--- config.mk ---
export PLATFORM = sky130hd
export DESIGN_NAME = trace_halt_unit
export DESIGN_NICKNAME = d
export VERILOG_FILES = /design/src/rtl/trace_pkg.sv /design/src/rtl/trace_ring.sv /design/src/rtl/trace_halt_unit.sv
export SDC_FILE = /design/constraint.sdc
export NUM_CORES = 1
export LEC_CHECK = 0
export CAP_MARGIN = 20
export CORE_MARGIN = 3
export CORE_UTILIZATION = 64
export DETAILED_ROUTE_END_ITERATION = 7
export PLACE_DENSITY = 0.82
export SLEW_MARGIN = 25
export SYNTH_ARGS = -nofsm -noshare
export SYNTH_HDL_FRONTEND = slang
export SYNTH_SLANG_ARGS = --single-unit
--- constraint.sdc ---
create_clock -name clk -period 9.98 [get_ports clk]
set_clock_uncertainty 0.1 [all_clocks]
set_input_delay 1.497 -clock clk [delete_from_list [all_inputs] [get_ports clk]]
set_output_delay 1.497 -clock clk [all_outputs]
set_load 0.005 [all_outputs]
--- src/rtl/trace_pkg.sv ---
// rtl/trace_pkg.sv - shared types and helpers for the trace/halt unit
package trace_pkg;

    typedef enum logic [1:0] {
        RUN    = 2'd0,
        DUMP   = 2'd1,
        HALTED = 2'd2
    } state_t;

    // bit positions inside halt_cause
    localparam int CAUSE_LIMIT = 0;
    localparam int CAUSE_BP    = 1;

    // one trace entry holds {pc, inst}
    function automatic int entry_w(input int aw, input int dw);
        return aw + dw;
    endfunction

endpackage

--- src/rtl/trace_ring.sv ---
// rtl/trace_ring.sv - circular {pc,inst} trace buffer with oldest-relative registered read
// Ports: clk, rst (sync, active-high); wr_en/wr_data append an entry;
//        tr_count = valid entries (saturates at DEPTH);
//        tr_idx -> tr_data one cycle later, 0 = oldest, out-of-range reads 0.
module trace_ring #(
    parameter int DEPTH = 16,
    parameter int EW    = 64
) (
    input  logic                       clk,
    input  logic                       rst,
    input  logic                       wr_en,
    input  logic [EW-1:0]              wr_data,
    input  logic [$clog2(DEPTH)-1:0]   tr_idx,
    output logic [$clog2(DEPTH):0]     tr_count,
    output logic [EW-1:0]              tr_data
);
    localparam int AW = $clog2(DEPTH);

    logic [EW-1:0] mem [DEPTH];
    logic [AW-1:0] wr_ptr;
    logic [AW-1:0] rd_phys;

    // Oldest entry sits tr_count slots behind wr_ptr; when full the low bits
    // of tr_count are zero so the oldest entry is wr_ptr itself.
    assign rd_phys = wr_ptr - tr_count[AW-1:0] + tr_idx;

    // Storage is not reset: tr_count=0 masks stale contents.
    always_ff @(posedge clk) begin
        if (wr_en) begin
            mem[wr_ptr] <= wr_data;
        end
    end

    always_ff @(posedge clk) begin
        if (rst) begin
            wr_ptr   <= '0;
            tr_count <= '0;
            tr_data  <= '0;
        end else begin
            if (wr_en) begin
                wr_ptr <= wr_ptr + AW'(1);
                if (tr_count != (AW+1)'(DEPTH)) begin
                    tr_count <= tr_count + (AW+1)'(1);
                end
            end
            tr_data <= ({1'b0, tr_idx} < tr_count) ? mem[rd_phys] : '0;
        end
    end

endmodule

--- src/rtl/trace_halt_unit.sv ---
// rtl/trace_halt_unit.sv - run-control: trace capture, cycle/breakpoint halt, register dump
// Ports: clk, rst (sync, active-high); commit/pc/inst observe the CPU;
//        cycle_limit (0 = unlimited), bp_en/bp_addr halt triggers;
//        cpu_stall/halt_cause report the halt; rf_raddr/rf_rdata borrow a
//        register-file read port; dump_valid/dump_idx/dump_data stream the
//        registers; done marks the end; tr_count/tr_idx/tr_data read the trace.
module trace_halt_unit #(
    parameter int ADDR_W   = 32,
    parameter int DATA_W   = 32,
    parameter int DEPTH    = 16,
    parameter int CNT_W    = 16,
    parameter int NUM_REGS = 32
) (
    input  logic                          clk,
    input  logic                          rst,
    input  logic                          commit,
    input  logic [ADDR_W-1:0]             pc,
    input  logic [DATA_W-1:0]             inst,
    input  logic [CNT_W-1:0]              cycle_limit,
    input  logic                          bp_en,
    input  logic [ADDR_W-1:0]             bp_addr,
    output logic                          cpu_stall,
    output logic [1:0]                    halt_cause,
    output logic [$clog2(NUM_REGS)-1:0]   rf_raddr,
    input  logic [DATA_W-1:0]             rf_rdata,
    output logic                          dump_valid,
    output logic [$clog2(NUM_REGS)-1:0]   dump_idx,
    output logic [DATA_W-1:0]             dump_data,
    output logic                          done,
    output logic [$clog2(DEPTH):0]        tr_count,
    input  logic [$clog2(DEPTH)-1:0]      tr_idx,
    output logic [ADDR_W+DATA_W-1:0]      tr_data
);
    import trace_pkg::*;

    localparam int RW = $clog2(NUM_REGS);
    localparam int EW = entry_w(ADDR_W, DATA_W);

    state_t           state;
    logic [CNT_W-1:0] cycle_cnt;
    logic             lim_hit;
    logic             bp_hit;
    logic             rec_en;
    logic [1:0]       trig_cause;

    // Limit fires on the cycle whose count would reach the budget, so the
    // CPU runs exactly cycle_limit cycles before the stall takes effect.
    assign lim_hit = (state == RUN) && (cycle_limit != '0)
                     && ((cycle_cnt + CNT_W'(1)) == cycle_limit);
    assign bp_hit  = (state == RUN) && commit && bp_en && (pc == bp_addr);
    // The breakpoint instruction itself is still recorded.
    assign rec_en  = (state == RUN) && commit;

    always_comb begin
        trig_cause              = '0;
        trig_cause[CAUSE_LIMIT] = lim_hit;
        trig_cause[CAUSE_BP]    = bp_hit;
    end

    always_ff @(posedge clk) begin
        if (rst) begin
            state      <= RUN;
            cycle_cnt  <= '0;
            cpu_stall  <= 1'b0;
            halt_cause <= '0;
            rf_raddr   <= '0;
            dump_valid <= 1'b0;
            dump_idx   <= '0;
            dump_data  <= '0;
            done       <= 1'b0;
        end else begin
            case (state)
                RUN: begin
                    cycle_cnt <= cycle_cnt + CNT_W'(1);
                    if (trig_cause != 2'b00) begin
                        state      <= DUMP;
                        cpu_stall  <= 1'b1;
                        halt_cause <= trig_cause;
                    end
                end
                DUMP: begin
                    // rf read is asynchronous: capture data for the address
                    // presented this cycle, then advance.
                    dump_valid <= 1'b1;
                    dump_idx   <= rf_raddr;
                    dump_data  <= (rf_raddr == '0) ? '0 : rf_rdata;
                    rf_raddr   <= rf_raddr + RW'(1);
                    if (rf_raddr == RW'(NUM_REGS - 1)) begin
                        state <= HALTED;
                    end
                end
                HALTED: begin
                    dump_valid <= 1'b0;
                    done       <= 1'b1;
                end
                default: state <= RUN;
            endcase
        end
    end

    trace_ring #(
        .DEPTH (DEPTH),
        .EW    (EW)
    ) u_ring (
        .clk      (clk),
        .rst      (rst),
        .wr_en    (rec_en),
        .wr_data  ({pc, inst}),
        .tr_idx   (tr_idx),
        .tr_count (tr_count),
        .tr_data  (tr_data)
    );

endmodule

### Yosys cells after proc, flatten, opt, wreduce, memory -nomap -nowiden

Memories as Yosys holds them, arrays and structs flattened. A register that Yosys moved wholly into a read port is not among the register bits.
Cells that the tools add are included.

| storage, ports and cells | value |
|---|---|
| flip-flop bits (word level) | 74 |
| bits in latches | 0 |
| bits in writable memories | 1024 |
| memory bits (read-only) | 0 |
| input port bits | 152 |
| output and inout bits | 116 |
| logic and storage cells | 50 |
| memories | 1 |

Memories:

| name | words | width | read ports | clocked after memory_dff | wr ports | line | RTL |
|---|---|---|---|---|---|---|---|
| u_ring.mem | 16 | 64 | 1 | 1 | 1 | trace_ring.sv:19 | `logic [EW-1:0] mem [DEPTH];` |

| operators by class | value |
|---|---|
| $add $sub $neg | 6 |
| multipliers | 0 |
| divide/modulo/power cells | 0 |
| order comparisons | 1 |
| equality and inequality tests | 8 |
| shift-type cells | 0 |
| muxes and demuxes | 7 |
| bitwise gates (word level) | 2 |
| reduce and logical (&&, ||, !) cells | 14 |

Operators with widths:

| cell | count |
|---|---|
| equality test 32 bit | 1 |
| two-way mux 32 bit | 1 |
| adder 16 x 1 -> 16 bit (second input constant) | 1 |
| equality test 16 bit | 1 |
| nonzero test 16 bit | 1 |
| adder 5 x 1 -> 5 bit (second input constant) | 2 |
| one-hot mux 2 bit (3 select lines) | 1 |
| equality test 5 bit (second input constant) | 1 |
| logical AND 1 bit | 5 |
| logical NOT 5 bit | 1 |
| less-than comparator 4 x 5 -> 1 bit | 1 |
| inequality test 5 bit (second input constant) | 1 |
| adder 4 x 1 -> 4 bit (second input constant) | 1 |
| adder 4 bit | 1 |
| two-way mux 2 bit | 2 |
| AND reduction 2 bit | 2 |
| nonzero test 2 bit | 2 |
| subtractor 4 bit | 1 |
| AND reduction 3 bit | 1 |
| equality test 2 x 1 -> 1 bit (second input constant) | 1 |
| equality test 2 bit (second input constant) | 1 |
| logical NOT 2 bit | 1 |
| two-way mux 1 bit | 2 |
| inequality test 2 x 1 -> 1 bit (second input constant) | 1 |
| other kinds (4) | 5 |

### Longest topological paths before layout

Gate-level depths: netlist (run 1).

| logic depth | value |
|---|---|
| depth in word-level cells | 7 |
| mapped depth | 12 |
| mapped depth without buffers | 10 |

### Modules after synthesis

From an unflattened synthesis (run 1), not the netlist that was laid out.

| unflattened totals | value |
|---|---|
| cells, all modules | 2673 |
| area total of the unflattened synthesis | 45074.5 um^2 |

Modules (own cells, without submodules):

| module | instances | cells each | area each (um^2) | sequential area each (um^2) |
|---|---|---|---|---|
| trace_ring | 1 | 2285 | 41574.9 | 32210.9 |
| trace_halt_unit | 1 | 388 | 3499.6 | 1301.2 |

### Least setup slack after synthesis (run 1)

OpenSTA, ideal clock, no wires.

| timing | value |
|---|---|
| kind | input-to-reg |
| start point | in commit |
| end point | mem u_ring.mem[3][0], enable pin |
| setup time | 0.564 ns |
| arrival time | 6.428 ns |
| data required time | 9.316 ns |
| setup slack | 2.887 ns |
| stages on the path | 4 |
| path buffers | 1 |
| cell sequence | and2_1 clkbuf_1 nand2_1 nor3_1 |

| on the way | value |
|---|---|
| word-level cells in the longest chain between the ends | 3 |

Ends and longest elaborated chain:

| what | line | RTL |
|---|---|---|
| start: declaration | trace_halt_unit.sv:16 | `input logic commit,` |
| logical AND 1 bit | trace_halt_unit.sv:52 | `assign rec_en = (state == RUN) && commit;` |
| two-way mux 1 bit | trace_ring.sv:29 | `if (wr_en) begin` |
| two-way mux 1 bit (not written as such) | trace_ring.sv:30 | `mem[wr_ptr] <= wr_data;` |
| end: declaration | trace_ring.sv:19 |  |

No other way between the ends.

### Worst setup path in the final report (run 1)

| timing | value |
|---|---|
| start point | in tr_idx[1] |
| end point | reg u_ring.tr_data[21], read port of u_ring.mem |

| on the way | value |
|---|---|
| word-level cells in the longest chain between the ends | 3 |
| elaborated cells on any way between the ends | 4 |
| classes of those cells | add/sub (1); order compare (1); bitwise (1); reduce/logical (1) |

Ends and longest elaborated chain:

| what | line | RTL |
|---|---|---|
| start: declaration | trace_halt_unit.sv:31 | `input logic [$clog2(DEPTH)-1:0] tr_idx,` |
| less-than comparator 4 x 5 -> 1 bit | trace_ring.sv:46 | `tr_data <= ({1'b0, tr_idx} < tr_count) ? mem[rd_phys] : '0;` |
| NOT 1 bit (no source line) | - |  |
| OR reduction 2 bit (no source line) | - |  |
| end: declaration | trace_ring.sv:15 | `output logic [EW-1:0] tr_data` |

Several ways; a longest one is shown, not always the timed one.
A chain may end at the register's enable or synchronous reset.

==> flow_summary.yaml, run 1 <==
outcome:
  status: "finished, final reports clean"
synthesis:
  ys.warnings.count: 0
  syn-cell-area_um2: 44400
  ys_async_sr_fraction: 0
  syn_inst: 2198
  ys_seq_area_frac: 0.754
  synth_edf_count: 1024
  synth_ff_type: "edfxtp_1"
  synth_top_area_frac: 0.692
  avgSynthCellArea_um2: 20.2
  ys_types: 53
  synth_seq_cells: 1162
  synth_top_cell_by_area: "edfxtp_1"
  syn-num-nets: 2374
  yosys-top-cells-area: "edfxtp_1 69%, mux4_2 13%, dfxtp_1 6.2%"
routing:
  route.detailed.drc: 0
  wirelength_mm: 108
  dr.first_iter.drc_count: 2848
  first_pass_iters: 6
  antenna_left: 0
  routedWlPerCell_um: 30.7
  num_vias: 23479
  viasPerCell: 6.68
hold_path:
  hold_path_depth: 2
  hp-start: "halt_cause[0]"
  hold_class: "reg2reg"
  hold_end: "halt_cause[0]"
setup_path:
  worstSetupPathType: "in2reg"
  worst-path-max-fanout: 143
  r2r.worst_path.cells: 11
  r2r_slack_ps: 5300
  crit_required_ps: 10370
  r2r_end: "u_ring.tr_data[21]"
  critPathArrivalTime_ps: 5840
  cp-start-kind: "input pin"
  cp-end-kind: "register"
  worstReg2RegStart: "u_ring.wr_ptr[0]"
clock_network:
  clock_path_buffers: 3
  hold_buffers: 0
  root_buffer: "clkbuf_16"
  numCtsBuffers: 109
  insertion_delay_ps: 660
  cts_tree: "built"
  h-tree-depth: 3
  postCtsSetupBuffers: 0
  clkTransAtPathRegs_ps: 60
  ctsResizeCount: 0
  cts.sinks: 1162
cells_and_area:
  multi_input_area_um2: 10500
  fill_cells: 3447
  drive_gt1_frac: 0.192
  seqCellArea_um2: 33500
  layout_commonest_cell: "edfxtp_1"
  area_growth_pct: 17.2
  fin_area_um2: 52100
  fin_util: 0.766
  layout_common_cells: "1024 x edfxtp_1, 266 x clkdlybuf4s50_1, 256 x mux4_2"
  final_nets: 2663
timing:
  fmax_ghz: 0.183
  finalSetupViolCount: 0
  min_period_ps: 5450
  rsz0062_at_grt: "false"
  finalHoldViolations: 0
  max_slew_margin: 0.285
  tightest_slew_ps: 1070
  fin_crit_sh: 0.546
  setup_tns_ps: 0
  slew_violations: 0
global_routing:
  antenna_found_initial: 11
  grt_max_degree: 144
  first_global_vias: 24396
  grt_overflow: 0
  grt_usage: 0.296
  grt_pass1_wl_mm: 158
place:
  globalplace.congestion: 0.830
  hpwl_mm: 52.3
  dpl-instance-area_um2: 48200
  port_buffers: 267
die:
  die_x_um: 270
  die_area_um2: 72600
  rows: 95
  coreArea_um2: 68000
  die_h_um: 270
  num_io_pins: 268
  start_util: 0.654
power:
  p_per_area_nw_per_um2: 227
  p_leak_nw: 16.7
  ir_worst_vdd_mv: 0.176
run:
  maxCapViolations: 0
[registers in the layout, indices dropped and copies added (netlist names)]
register,count
dump_data,32
dump_idx,5
cycle_cnt,16
cpu_stall,1
done,1
state,2
halt_cause,2
rf_raddr,5
u_ring.mem,1024
u_ring.wr_ptr,4
dump_valid,1
u_ring.tr_count,5
u_ring.tr_data,64
[worst max-delay path, cell delays in order]
cell             delay (ps)
clkdlybuf4s50_1         500
inv_1                    70
fa_1                    490
fa_4                   1320
buf_12                  740
mux4_2                  420
nor2b_1                 170
a211oi_1                450
a211oi_1                120
[area by class of cell]
class | instances | area share
diodes | 14 | 0.000672
clock buffers | 140 | 0.0572
clock inverters | 65 | 0.0154
inverters | 25 | 0.00180
multi-input cells | 883 | 0.201
flip-flops and latches | 1162 | 0.643
well taps | 921 | 0.0221
repair buffers | 306 | 0.0585
[per-layer routing]
layer,track usage,wire [µm],vias up
met5,0,0,-
met4,0.135,4050,0
met3,0.0498,9640,246
met2,0.493,56100,1497
met1,0.390,38100,12185
li1,-,-,9551
[worst max path at each step]
stage                     depth (start not counted)  slack, ps            endpoint      start
after floorplan                                   4       2890    u_ring.mem[3][0]     commit
after global placement                            9       4010  u_ring.tr_data[10]  tr_idx[1]
after detailed placement                          9       3960  u_ring.tr_data[10]  tr_idx[1]
after CTS                                         9       4580  u_ring.tr_data[21]  tr_idx[1]
after global routing                              9       4440   u_ring.tr_data[5]  tr_idx[1]
final                                             9       4530  u_ring.tr_data[21]  tr_idx[1]
[cells in the mapped netlist (all sizes together) (33+ instances only)]
master / n
a211oi: 128
buf: 41
xnor2: 35
edfxtp: 1024
xor2: 43
mux2i: 76
nor2b: 66
nor2: 93
a22oi: 33
dfxtp: 138
clkbuf: 87
mux4: 256
[power by group]
part	switching [W]	leakage, nW	internal [W]
combinational	0.00108	4.45	0.000965
clock	0.00178	1.86	0.00258
sequential	0.0000478	10.4	0.00538
[per-stage QoR]
| step | setup WS [ps] | cells | power [W] | hold slack [ps] |
|---|---|---|---|---|
| final | 4530 | 3516 | 0.0118 | 362 |
| after global routing | 4440 | 3511 | 0.0122 | 380 |
| after CTS | 4580 | 3500 | 0.0119 | 361 |
| after detailed placement | 3960 | 3295 | 0.00752 | 353 |
| after global placement | 4010 | 3294 | 0.00746 | 341 |
| after floorplan | 2890 | 2198 | 0.00694 | 348 |
[cell families after synthesis]
family,count (synthesis),synth area share
buffers and inverters,153,0.0141
multiplexers,332,0.147
flip-flops,1162,0.754
AND/OR/NAND/NOR,250,0.0289
AO/OA/AOI/OAI,199,0.0334
adder cells (fa/ha/maj),24,0.00726
XOR/XNOR,78,0.0154
Power figures use the tool's default switching activity.
==> run 2, diff against run 1 <==
- CORE_UTILIZATION: 64 -> 53
- PLACE_DENSITY: 0.82 -> 0.72
- clock period: 9.98 -> 4.6 ns (I/O delays scaled with it)
==> run 2 against run 1 <==
Core utilization fell by 12 points. Largest cell class unchanged. Sequential power rose by 120%. Setup slack got worse by 3600 ps. Sequential share of layout area fell by 1.1 points. Non-clock buffer count rose by 50. Register-to-register slack got worse by 4400 ps. Global-route usage fell by 6.0 points. Worst hold slack got worse by 25 ps. Cell count rose by 5.4%. Wire length fell by 6.3%. Critical path depth rose by 1. Clock power rose by 110%.
==> flow_summary.yaml, run 2 (synthesis results as in run 1) <==
cells_and_area:
  drive_gt1_frac: 0.202
  fin_area_um2: 53000
  top_register: "u_ring.mem"
  reg.largest.list: "u_ring.mem (1024), u_ring.tr_data (64), dump_data (32)"
  layout_commonest_cell: "edfxtp_1"
  final_cells: 3707
  largest_reg_flops: 1024
  area_growth_pct: 19.3
  final_nets: 2715
  layout_common_cells: "1024 x edfxtp_1, 266 x clkdlybuf4s50_1, 256 x mux4_2"
timing:
  finalHoldViolations: 0
  slew_violations: 0
  finalSetupViolCount: 0
  min_period_ps: 3690
  fin_crit_sh: 0.802
  tightest_slew_ps: 838
  fin_ws_ps: 912
  rsz0062_at_grt: "false"
  max_slew_margin: 0.438
  fmax_ghz: 0.271
  hold_slack_ps: 337
routing:
  dr.first_iter.drc_count: 2134
  wirelength_mm: 101
  routedWlPerCell_um: 27.3
  viasPerCell: 6.05
  num_vias: 22419
  first_pass_iters: 5
  antenna_left: 0
  route.detailed.drc: 0
hold_path:
  hold_class: "in2reg"
  hold_path_depth: 3
  hp-start: "rst"
  hold_end: "u_ring.tr_data[43]"
outcome:
  status: "finished, final reports clean"
setup_path:
  critical_path.cell_chain: "inv_1, fa_1, inv_1, ha_1, a21oi_1, xnor2_2, buf_4, buf_4, a211oi_1, a211oi_1"
  worstReg2RegStart: "u_ring.wr_ptr[2]"
  r2r_end: "u_ring.tr_data[62]"
  r2r_slack_ps: 910
  slowest_delay_ps: 690
  cp-start-kind: "register"
  crit_required_ps: 5060
  cp_slowest_cell: "xnor2_2"
  cp-end-kind: "register"
  r2r.worst_path.cells: 10
  worst-path-max-fanout: 18
  critPathArrivalTime_ps: 4150
  worstSetupPathType: "reg2reg"
clock_network:
  cts_tree: "built"
  postCtsSetupBuffers: 0
  ctsResizeCount: 0
  clkTransAtPathRegs_ps: 60
  hold_buffers: 0
  cts.sinks: 1162
  root_buffer: "clkbuf_16"
  clock_path_buffers: 3
  insertion_delay_ps: 670
  h-tree-depth: 3
  numCtsBuffers: 111
power:
  ir_worst_vdd_mv: 0.337
  p_per_area_nw_per_um2: 481
  p_leak_nw: 17.0
  switchingPower_w: 0.00619
  seq_power_share: 0.461
  p_int_w: 0.0193
  power.share.clock: 0.354
  switching_share: 0.243
  comb_power_share: 0.185
global_routing:
  grt_usage: 0.236
  antenna_found_initial: 7
  first_global_vias: 23391
  grt_max_degree: 77
  grt_pass1_wl_mm: 151
  grt_overflow: 0
die:
  die_area_um2: 87400
  num_io_pins: 268
  rows: 105
  die_h_um: 296
  coreArea_um2: 82600
  die_x_um: 296
  start_util: 0.538
place:
  dp_slack_ps: 355
  dp.cells: 3496
  globalplace.congestion: 0.839
  dpl-instance-area_um2: 49400
  port_buffers: 267
  hpwl_mm: 55.1
run:
  maxCapViolations: 0
-- run 2: how the worst max path moves through the flow --
| stage | start | endpoint | slack, ps | depth (start not counted) |
|---|---|---|---|---|
| finish | u_ring.wr_ptr[2] | u_ring.tr_data[62] | 910 | 10 |
| global route | u_ring.wr_ptr[2] | u_ring.tr_data[14] | 720 | 10 |
| CTS | u_ring.wr_ptr[2] | u_ring.tr_data[62] | 960 | 10 |
| detailed placement | tr_idx[1] | u_ring.tr_data[61] | 360 | 9 |
| global placement | tr_idx[1] | u_ring.tr_data[6] | 410 | 10 |
| floorplan | state[0] | u_ring.mem[7][0] | -8 | 7 |
-- run 2: layout make-up --
type	instances	area, µm²
Antenna cell	5	12.5
Clock buffer	163	3200
Clock inverter	43	438
Fill cell	5398	29600
Inverter	25	93.8
Multi-Input combinational cell	883	10500
Sequential cell	1162	33500
Tap cell	1070	1340
Timing Repair Buffer	356	3910
-- run 2: stage by stage --
stage	util	total power (W)	setup TNS (ps)
CTS	0.641	0.0258	0
global route	0.641	0.0265	0
detailed placement	0.597	0.0167	0
finish	0.641	0.0255	0
global placement	0.597	0.0167	0
floorplan	-	0.0150	-485
-- run 2: worst max-delay path: cells and delay by family (launching register included) --
family | cells | cell delay [ps]
buffers and inverters | 4 | 780
XOR/XNOR | 1 | 690
adder cells (fa/ha/maj) | 2 | 880
AO/OA/AOI/OAI | 3 | 470
flip-flops | 1 | 640
-- run 2: routing by layer --
layer / routed length (µm) / GRT usage / vias up / part of all wire
li1: - / - / 9654 / -
met1: 41000 / 0.326 / 11731 / 0.41
met2: 49700 / 0.382 / 874 / 0.49
met3: 7820 / 0.0520 / 150 / 0.077
met4: 2550 / 0.0711 / 10 / 0.025
met5: 62 / 0 / - / 0.00061
-- run 2: power groups by stage --
stage | Clock (W) | Combinational [W] | Sequential (W)
after floorplan | 0 | 0.00308 | 0.0120
after global placement | 0 | 0.00467 | 0.0120
after detailed placement | 0 | 0.00475 | 0.0120
after CTS | 0.00919 | 0.00478 | 0.0118
after global routing | 0.00962 | 0.00507 | 0.0118
final | 0.00902 | 0.00472 | 0.0118
